[src/rtl/hazard_ctrl.sv]
`default_nettype none
// ============================================================================
// Module   : hazard_ctrl
// Purpose  : LEGv8 5-stage pipeline hazard unit: load-use stall, branch flush,
//            registered EX operand-forwarding selects and a stall counter.
// Revision : 1.0
// ============================================================================
module hazard_ctrl #(
    parameter int REG_AW   = 5,
    parameter int ZERO_REG = 31,
    parameter int CNT_W    = 16
) (
    input  logic              clk,
    input  logic              reset,
    input  logic              id_valid,
    input  logic [REG_AW-1:0] id_rn,
    input  logic [REG_AW-1:0] id_rm,
    input  logic              id_use_rn,
    input  logic              id_use_rm,
    input  logic [REG_AW-1:0] id_rd,
    input  logic              id_regwri,
    input  logic              id_readmem,
    input  logic              br_taken,
    output logic              stall,
    output logic              flush,
    output logic [1:0]        fwd_a,
    output logic [1:0]        fwd_b,
    output logic [CNT_W-1:0]  stall_count
);

    localparam logic [REG_AW-1:0] c_zero_reg  = REG_AW'(ZERO_REG);
    localparam logic [1:0]        c_fwd_rf    = 2'b00;
    localparam logic [1:0]        c_fwd_exmem = 2'b01;
    localparam logic [1:0]        c_fwd_memwb = 2'b10;
    localparam logic [CNT_W-1:0]  c_cnt_max   = {CNT_W{1'b1}};

    // The WB record is not kept: the register file writes before it reads,
    // so a WB producer never needs forwarding and never causes a stall.
    logic              r_ex_v;
    logic [REG_AW-1:0] r_ex_rd;
    logic              r_ex_wr;
    logic              r_ex_ld;
    logic              r_mem_v;
    logic [REG_AW-1:0] r_mem_rd;
    logic              r_mem_wr;
    logic [1:0]        r_fwd_a;
    logic [1:0]        r_fwd_b;
    logic [CNT_W-1:0]  r_stall_count;

    logic       w_ex_hit_rn;
    logic       w_ex_hit_rm;
    logic       w_mem_hit_rn;
    logic       w_mem_hit_rm;
    logic       w_stall;
    logic       w_flush;
    logic [1:0] w_fwd_a_nxt;
    logic [1:0] w_fwd_b_nxt;

    // A stage "writes r" only for a valid, register-writing record whose
    // destination is not XZR.
    assign w_ex_hit_rn  = r_ex_v  & r_ex_wr  & (r_ex_rd  == id_rn) & (id_rn != c_zero_reg);
    assign w_ex_hit_rm  = r_ex_v  & r_ex_wr  & (r_ex_rd  == id_rm) & (id_rm != c_zero_reg);
    assign w_mem_hit_rn = r_mem_v & r_mem_wr & (r_mem_rd == id_rn) & (id_rn != c_zero_reg);
    assign w_mem_hit_rm = r_mem_v & r_mem_wr & (r_mem_rd == id_rm) & (id_rm != c_zero_reg);

    assign w_stall = id_valid & r_ex_ld &
                     ((id_use_rn & w_ex_hit_rn) | (id_use_rm & w_ex_hit_rm));
    assign w_flush = br_taken & id_valid & ~w_stall;

    // Youngest producer wins; during a stall the EX slot gets a bubble.
    always_comb begin
        w_fwd_a_nxt = c_fwd_rf;
        w_fwd_b_nxt = c_fwd_rf;
        if (!w_stall) begin
            if (id_use_rn) begin
                if (w_ex_hit_rn)       w_fwd_a_nxt = c_fwd_exmem;
                else if (w_mem_hit_rn) w_fwd_a_nxt = c_fwd_memwb;
            end
            if (id_use_rm) begin
                if (w_ex_hit_rm)       w_fwd_b_nxt = c_fwd_exmem;
                else if (w_mem_hit_rm) w_fwd_b_nxt = c_fwd_memwb;
            end
        end
    end

    always_ff @(posedge clk) begin
        if (reset) begin
            r_ex_v        <= 1'b0;
            r_ex_rd       <= '0;
            r_ex_wr       <= 1'b0;
            r_ex_ld       <= 1'b0;
            r_mem_v       <= 1'b0;
            r_mem_rd      <= '0;
            r_mem_wr      <= 1'b0;
            r_fwd_a       <= c_fwd_rf;
            r_fwd_b       <= c_fwd_rf;
            r_stall_count <= '0;
        end else begin
            r_mem_v  <= r_ex_v;
            r_mem_rd <= r_ex_rd;
            r_mem_wr <= r_ex_wr;
            if (w_stall) begin
                r_ex_v  <= 1'b0;
                r_ex_wr <= 1'b0;
                r_ex_ld <= 1'b0;
                if (r_stall_count != c_cnt_max) begin
                    r_stall_count <= r_stall_count + 1'b1;
                end
            end else begin
                r_ex_v  <= id_valid;
                r_ex_rd <= id_rd;
                r_ex_wr <= id_regwri;
                r_ex_ld <= id_readmem;
            end
            r_fwd_a <= w_fwd_a_nxt;
            r_fwd_b <= w_fwd_b_nxt;
        end
    end

    assign stall       = w_stall;
    assign flush       = w_flush;
    assign fwd_a       = r_fwd_a;
    assign fwd_b       = r_fwd_b;
    assign stall_count = r_stall_count;

endmodule
`default_nettype wire

[config.mk]
export PLATFORM = sky130hd
export DESIGN_NAME = hazard_ctrl
export DESIGN_NICKNAME = d
export VERILOG_FILES = /design/src/rtl/hazard_ctrl.sv
export SDC_FILE = /design/constraint.sdc
export NUM_CORES = 1
export LEC_CHECK = 0
export ABC_CLOCK_PERIOD_IN_PS = 2700
export BUFFER_PORTS_ARGS = -buffer_cell sky130_fd_sc_hd__buf_2
export CAP_MARGIN = 20
export CORE_ASPECT_RATIO = 1.5
export CORE_UTILIZATION = 25
export CTS_BUF_LIST = sky130_fd_sc_hd__clkbuf_16
export DETAILED_ROUTE_END_ITERATION = 16
export PLACE_DENSITY = 0.41
export RECOVER_POWER = 25
export SLEW_MARGIN = 40
export SYNTH_ARGS = -nofsm -noshare
export SYNTH_HDL_FRONTEND = slang
export SYNTH_SLANG_ARGS = --single-unit
[constraint.sdc]
create_clock -name clk -period 2.7 [get_ports clk]
set_input_delay 0.135 -clock clk [delete_from_list [all_inputs] [get_ports clk]]
set_output_delay 0.135 -clock clk [all_outputs]
set_load 0.1 [all_outputs]
# ---- Word level (Yosys, flattened, before mapping)
# Index checks and enable logic that the tools add are counted.
dict set report totals {
  wordCells 50
  ff_bits 35
  output_inout_bits 22
}
dict set report classes {
  muxes 4
  addsub 1
  n_bitwise 20
  reduce_logical 6
  n_eq_ne 7
}
# op count
set op_table {}
lappend op_table {{$eq A5 B5 Y1} 4}
lappend op_table {{$add A16 B1 Y16 const B} 1}
lappend op_table {{$and A1 B1 Y1} 16}
lappend op_table {{$ne A16 B16 Y1 const B} 1}
lappend op_table {{$ne A5 B5 Y1 const B} 2}
lappend op_table {{$reduce_or A4 Y1} 2}
lappend op_table {{$reduce_or A3 Y1} 2}
lappend op_table {{$mux W2} 2}
lappend op_table {{$not A1 Y1} 3}
lappend op_table {{$mux W1} 2}
lappend op_table {{$reduce_and A2 Y1} 1}
lappend op_table {{$reduce_or A2 Y1} 1}
lappend op_table {{$or A1 B1 Y1} 1}

# ---- Depth between registers and ports, before layout
dict set report logic_depth {
  depth_word 8
  depth_mapped 8
  mapped_depth_nobuf 7
}

# ---- Worst setup path before layout
# Ideal clock, no wire load.
dict set report synth_path {
  path_kind {register to register}
  startpoint {reg r_stall_count[0] (netlist: stall_count[0])}
  endpoint {reg r_stall_count[0] (netlist: stall_count[0])}
  stages_incl_launch_ff 9
  setup_ns 0.121
  setup_slack_ns 0.023
  arrival_ns 2.557
  period_less_slack_ns 2.677
  path_cell_list {dfxtp_1 > ha_1 > nand3_1 > nor3_1 > and2_1 > clkbuf_1 > inv_1 > nand2_1 > mux2_2}
}
dict set report synth_via {
  elab_chain_cells 2
  elab_cells_between_ends 3
  cone_classes {add/sub (1); eq/ne (1); reduce/logical (1)}
}
# item line
set synth_lines {}
lappend synth_lines {{start, declared} 48} ;# logic [CNT_W-1:0] r_stall_count;
lappend synth_lines {{start signal, assigned} 107} ;# r_stall_count <= r_stall_count + 1'b1;
lappend synth_lines {{parallel branches: the longest is 2 deep, another holds $add A16 B1 Y16} --}
# Parallel ways; which one is timed is not known.
# A chain may end at the register's enable or synchronous reset.

# ---- Final worst setup path
dict set report layout_path {
  startpoint {reg r_ex_rd[3]}
  endpoint {out stall}
}
dict set report layout_via {
  elab_chain_cells 6
  elab_cells_between_ends 10
  cone_classes {eq/ne (2); bitwise (8)}
}
# item line
set layout_lines {}
lappend layout_lines {{start, declared} 40} ;# logic [REG_AW-1:0] r_ex_rd;
lappend layout_lines {{start signal, assigned} 111} ;# r_ex_rd <= id_rd;
lappend layout_lines {{$eq A5 B5 Y1, on equally long branches} {61, 62}}
lappend layout_lines {{$and A1 B1 Y1, on equally long branches (2 in series)} {61, 62}}
lappend layout_lines {{$and A1 B1 Y1} 67} ;# ((id_use_rn & w_ex_hit_rn) | (id_use_rm & w_ex_hit_rm));
lappend layout_lines {{$or A1 B1 Y1 *} 67}
lappend layout_lines {{$and A1 B1 Y1 *} 66} ;# assign w_stall = id_valid & r_ex_ld &
lappend layout_lines {{end, declared} 24} ;# output logic stall,
# Every way passes the cells marked *; elsewhere a longest branch is shown, timed or not.

==> out/results.ini <==
[outcome]
status = finished with violations
violations = DRC, capacitance limit, slew limit

[layout]
final_layout_size_suffix_gt1_share_pct = 24.5
antenna_cells = 0
postLayoutCellArea_sq_um = 2180
fin_nets = 260
area_delta_synth_final_pct = 23.7

[synth]
synth_top_area_cell = dfxtp_1
avgSynthCellArea_sq_um = 9.17
synth_seq_area_share_pct = 39.8
synth_commonest_cells = dfxtp_1 (35), nor2_1 (20), nand3_1 (13), nor2b_1 (13), xnor2_1 (12)
synthCells = 192
synth_warnings = 0
synth_flop_cell = dfxtp_1
synth_area_leaders = dfxtp_1 (40%), xnor2_1 (6.0%), nor2b_1 (4.6%)
yosysMostFrequentCell = dfxtp_1
synth_edf_count = 0
synth_area_sq_um = 1760
synth_cell_type_count = 40
ys_seq_elements = 35
synth_nets = 216
ys_async_sr_fraction_pct = 0
synth_top_area_share_pct = 39.8

[die]
io_pins = 45
dieArea_sq_um = 7390
die_x_um = 70.5
rows = 37
core_area_sq_um = 6850
initial_core_util_pct = 25.7
fp.dieH_um = 105

[critical_path]
path_class = reg2out
worst_setup_path_start_kind = register
endpoint_kind = primary output
crit_path_max_fanout = 17
critPathRequiredTime_ns = 2.57
cp.arrival_ns = 2.29

[global_routing]
grt-ovfl-total = 0
grt_usage_pct = 12.9
grt_pass1_vias = 1438
grt_max_degree = 43
antenna_found_initial = 0
grt_pass1_wl_mm = 7.17

[sta]
finalCriticalPeriod_ns = 2.42
fmaxAchievable_ghz = 0.413
max-slew-margin-rel_pct = -18.4
clock-skew-final_ns = 0.00357
finalHoldViolCount = 0
maxSlewViolCount = 43
rsz0062_at_grt = false
worstMarginPinSlew_ns = 1.78
period_share_pct = 89.6
setup_viol = 0
final.setup.tns_ns = 0

[min_path]
hold_class = in2reg

[route]
dr.first_iter.drc_count = 58
vias = 1490
wl_per_cell_um = 14.4
vias_per_cell = 4.73
first_pass_iters = 12
drcViolationCount = 8
postRouteAntennaNets = 0
wirelength_mm = 4.53

[cts]
clock_latency_ns = 0.27
cts_buffer_depth = 2
cts_resized = 0
cts.reportedPaths.clkPinSlew_ns = 0.05
cts_root_buf = clkbuf_16
hold_buffers = 0
htree_num_levels = 2
cts_tree = built
post-cts-setup-buffers = 0
cts-buffers-inserted = 5
cts.sinks = 35

[power]
power_density_nw_per_um2 = 536
max-vdd-ir-drop_mv = 0.269
leakagePower_nw = 0.855

[flow_run]
drv_cap = 1

[place]
hpwl_mm = 3.54
gp_congestion = 0.745
placed_area_sq_um = 2050
io_buffers = 44

## stage by stage
stage | util, % | setup slack [ns] | hold WS, ns | total power [W] | cells
after floorplan | - | 0.0227 | 0.279 | 0.000608 | 192
final | 31.8 | 0.280 | 0.0916 | 0.00117 | 315
after global placement | 29.9 | 0.555 | 0.372 | 0.000647 | 307
after detailed placement | 29.9 | 0.519 | 0.374 | 0.000647 | 307
after CTS | 31.9 | 0.225 | 0.0876 | 0.00119 | 315
after global routing | 31.8 | 0.116 | 0.113 | 0.00122 | 315
## critical path, cell delays in order (launching register included)
cell     delay, ns
dfxtp_1       0.43
xnor2_2       0.14
nand4_2       0.16
nor4_4        0.28
o21ai_2       0.17
inv_2         0.32
buf_2         0.50
## final cells by class
class,instances,area (sq um)
clock buffers,5,125
clock inverters,3,11.3
fillers,750,4670
inverters,5,18.8
multi-input cells,145,1010
flip-flops and latches,35,701
well taps,78,97.6
repair buffers,44,210
## registers in the layout, indices dropped and copies added (netlist names)
signal,count
stall_count,16
r_mem_v,1
r_ex_v,1
r_ex_rd,5
fwd_a,2
fwd_b,2
r_mem_rd,5
r_ex_ld,1
r_mem_wr,1
r_ex_wr,1
## cell families (layout without fill, tap and decap cells)
logic type / Yosys count / count (layout) / synth area share [%]
simple gates: 91 / 91 / 29.6
flops: 35 / 35 / 39.8
xor+xnor: 24 / 24 / 13.6
buf+inv: 12 / 57 / 2.63
compound gates: 17 / 17 / 6.04
fa+ha+maj: 1 / 1 / 0.711
mux: 12 / 12 / 7.53
## layer usage
layer / part of all wire (%) / track usage (%) / wire length [um]
met5: 0 / 0 / 0
met3: 3.6 / 2.89 / 163
met4: 1.5 / 5.25 / 66
met1: 39 / 13.2 / 1770
met2: 56 / 24.5 / 2520
## layout by cell type (no fill, tap or decap), drive strengths merged, types with 7 or more instances in the layout
master | synthesis | final
buf | 1 | 36
mux2 | 7 | 7
dfxtp | 35 | 35
xnor2 | 16 | 16
nor2b | 13 | 13
xor2 | 8 | 8
clkbuf | 6 | 13
nor3 | 10 | 10
nor2 | 20 | 20
nand3 | 13 | 13
## final timing paths
check             startpoint             end  slack [ns]  depth (start not counted)
setup / recovery  r_ex_rd[3]           stall        0.28                          6
hold / removal      id_rd[3]      r_ex_rd[3]        0.09                          3
setup reg to reg  r_ex_rd[3]  stall_count[5]        0.55                          6
hold reg to reg       r_ex_v         r_mem_v        0.47                          1
## power breakdown
part	switching [W]	total [W]	internal, W
Sequential	0.0000104	0.000538	0.000528
Clock	0.000202	0.000533	0.000332
Combinational	0.0000537	0.0000964	0.0000427
No activity file was read; power rests on OpenSTA's default activity.
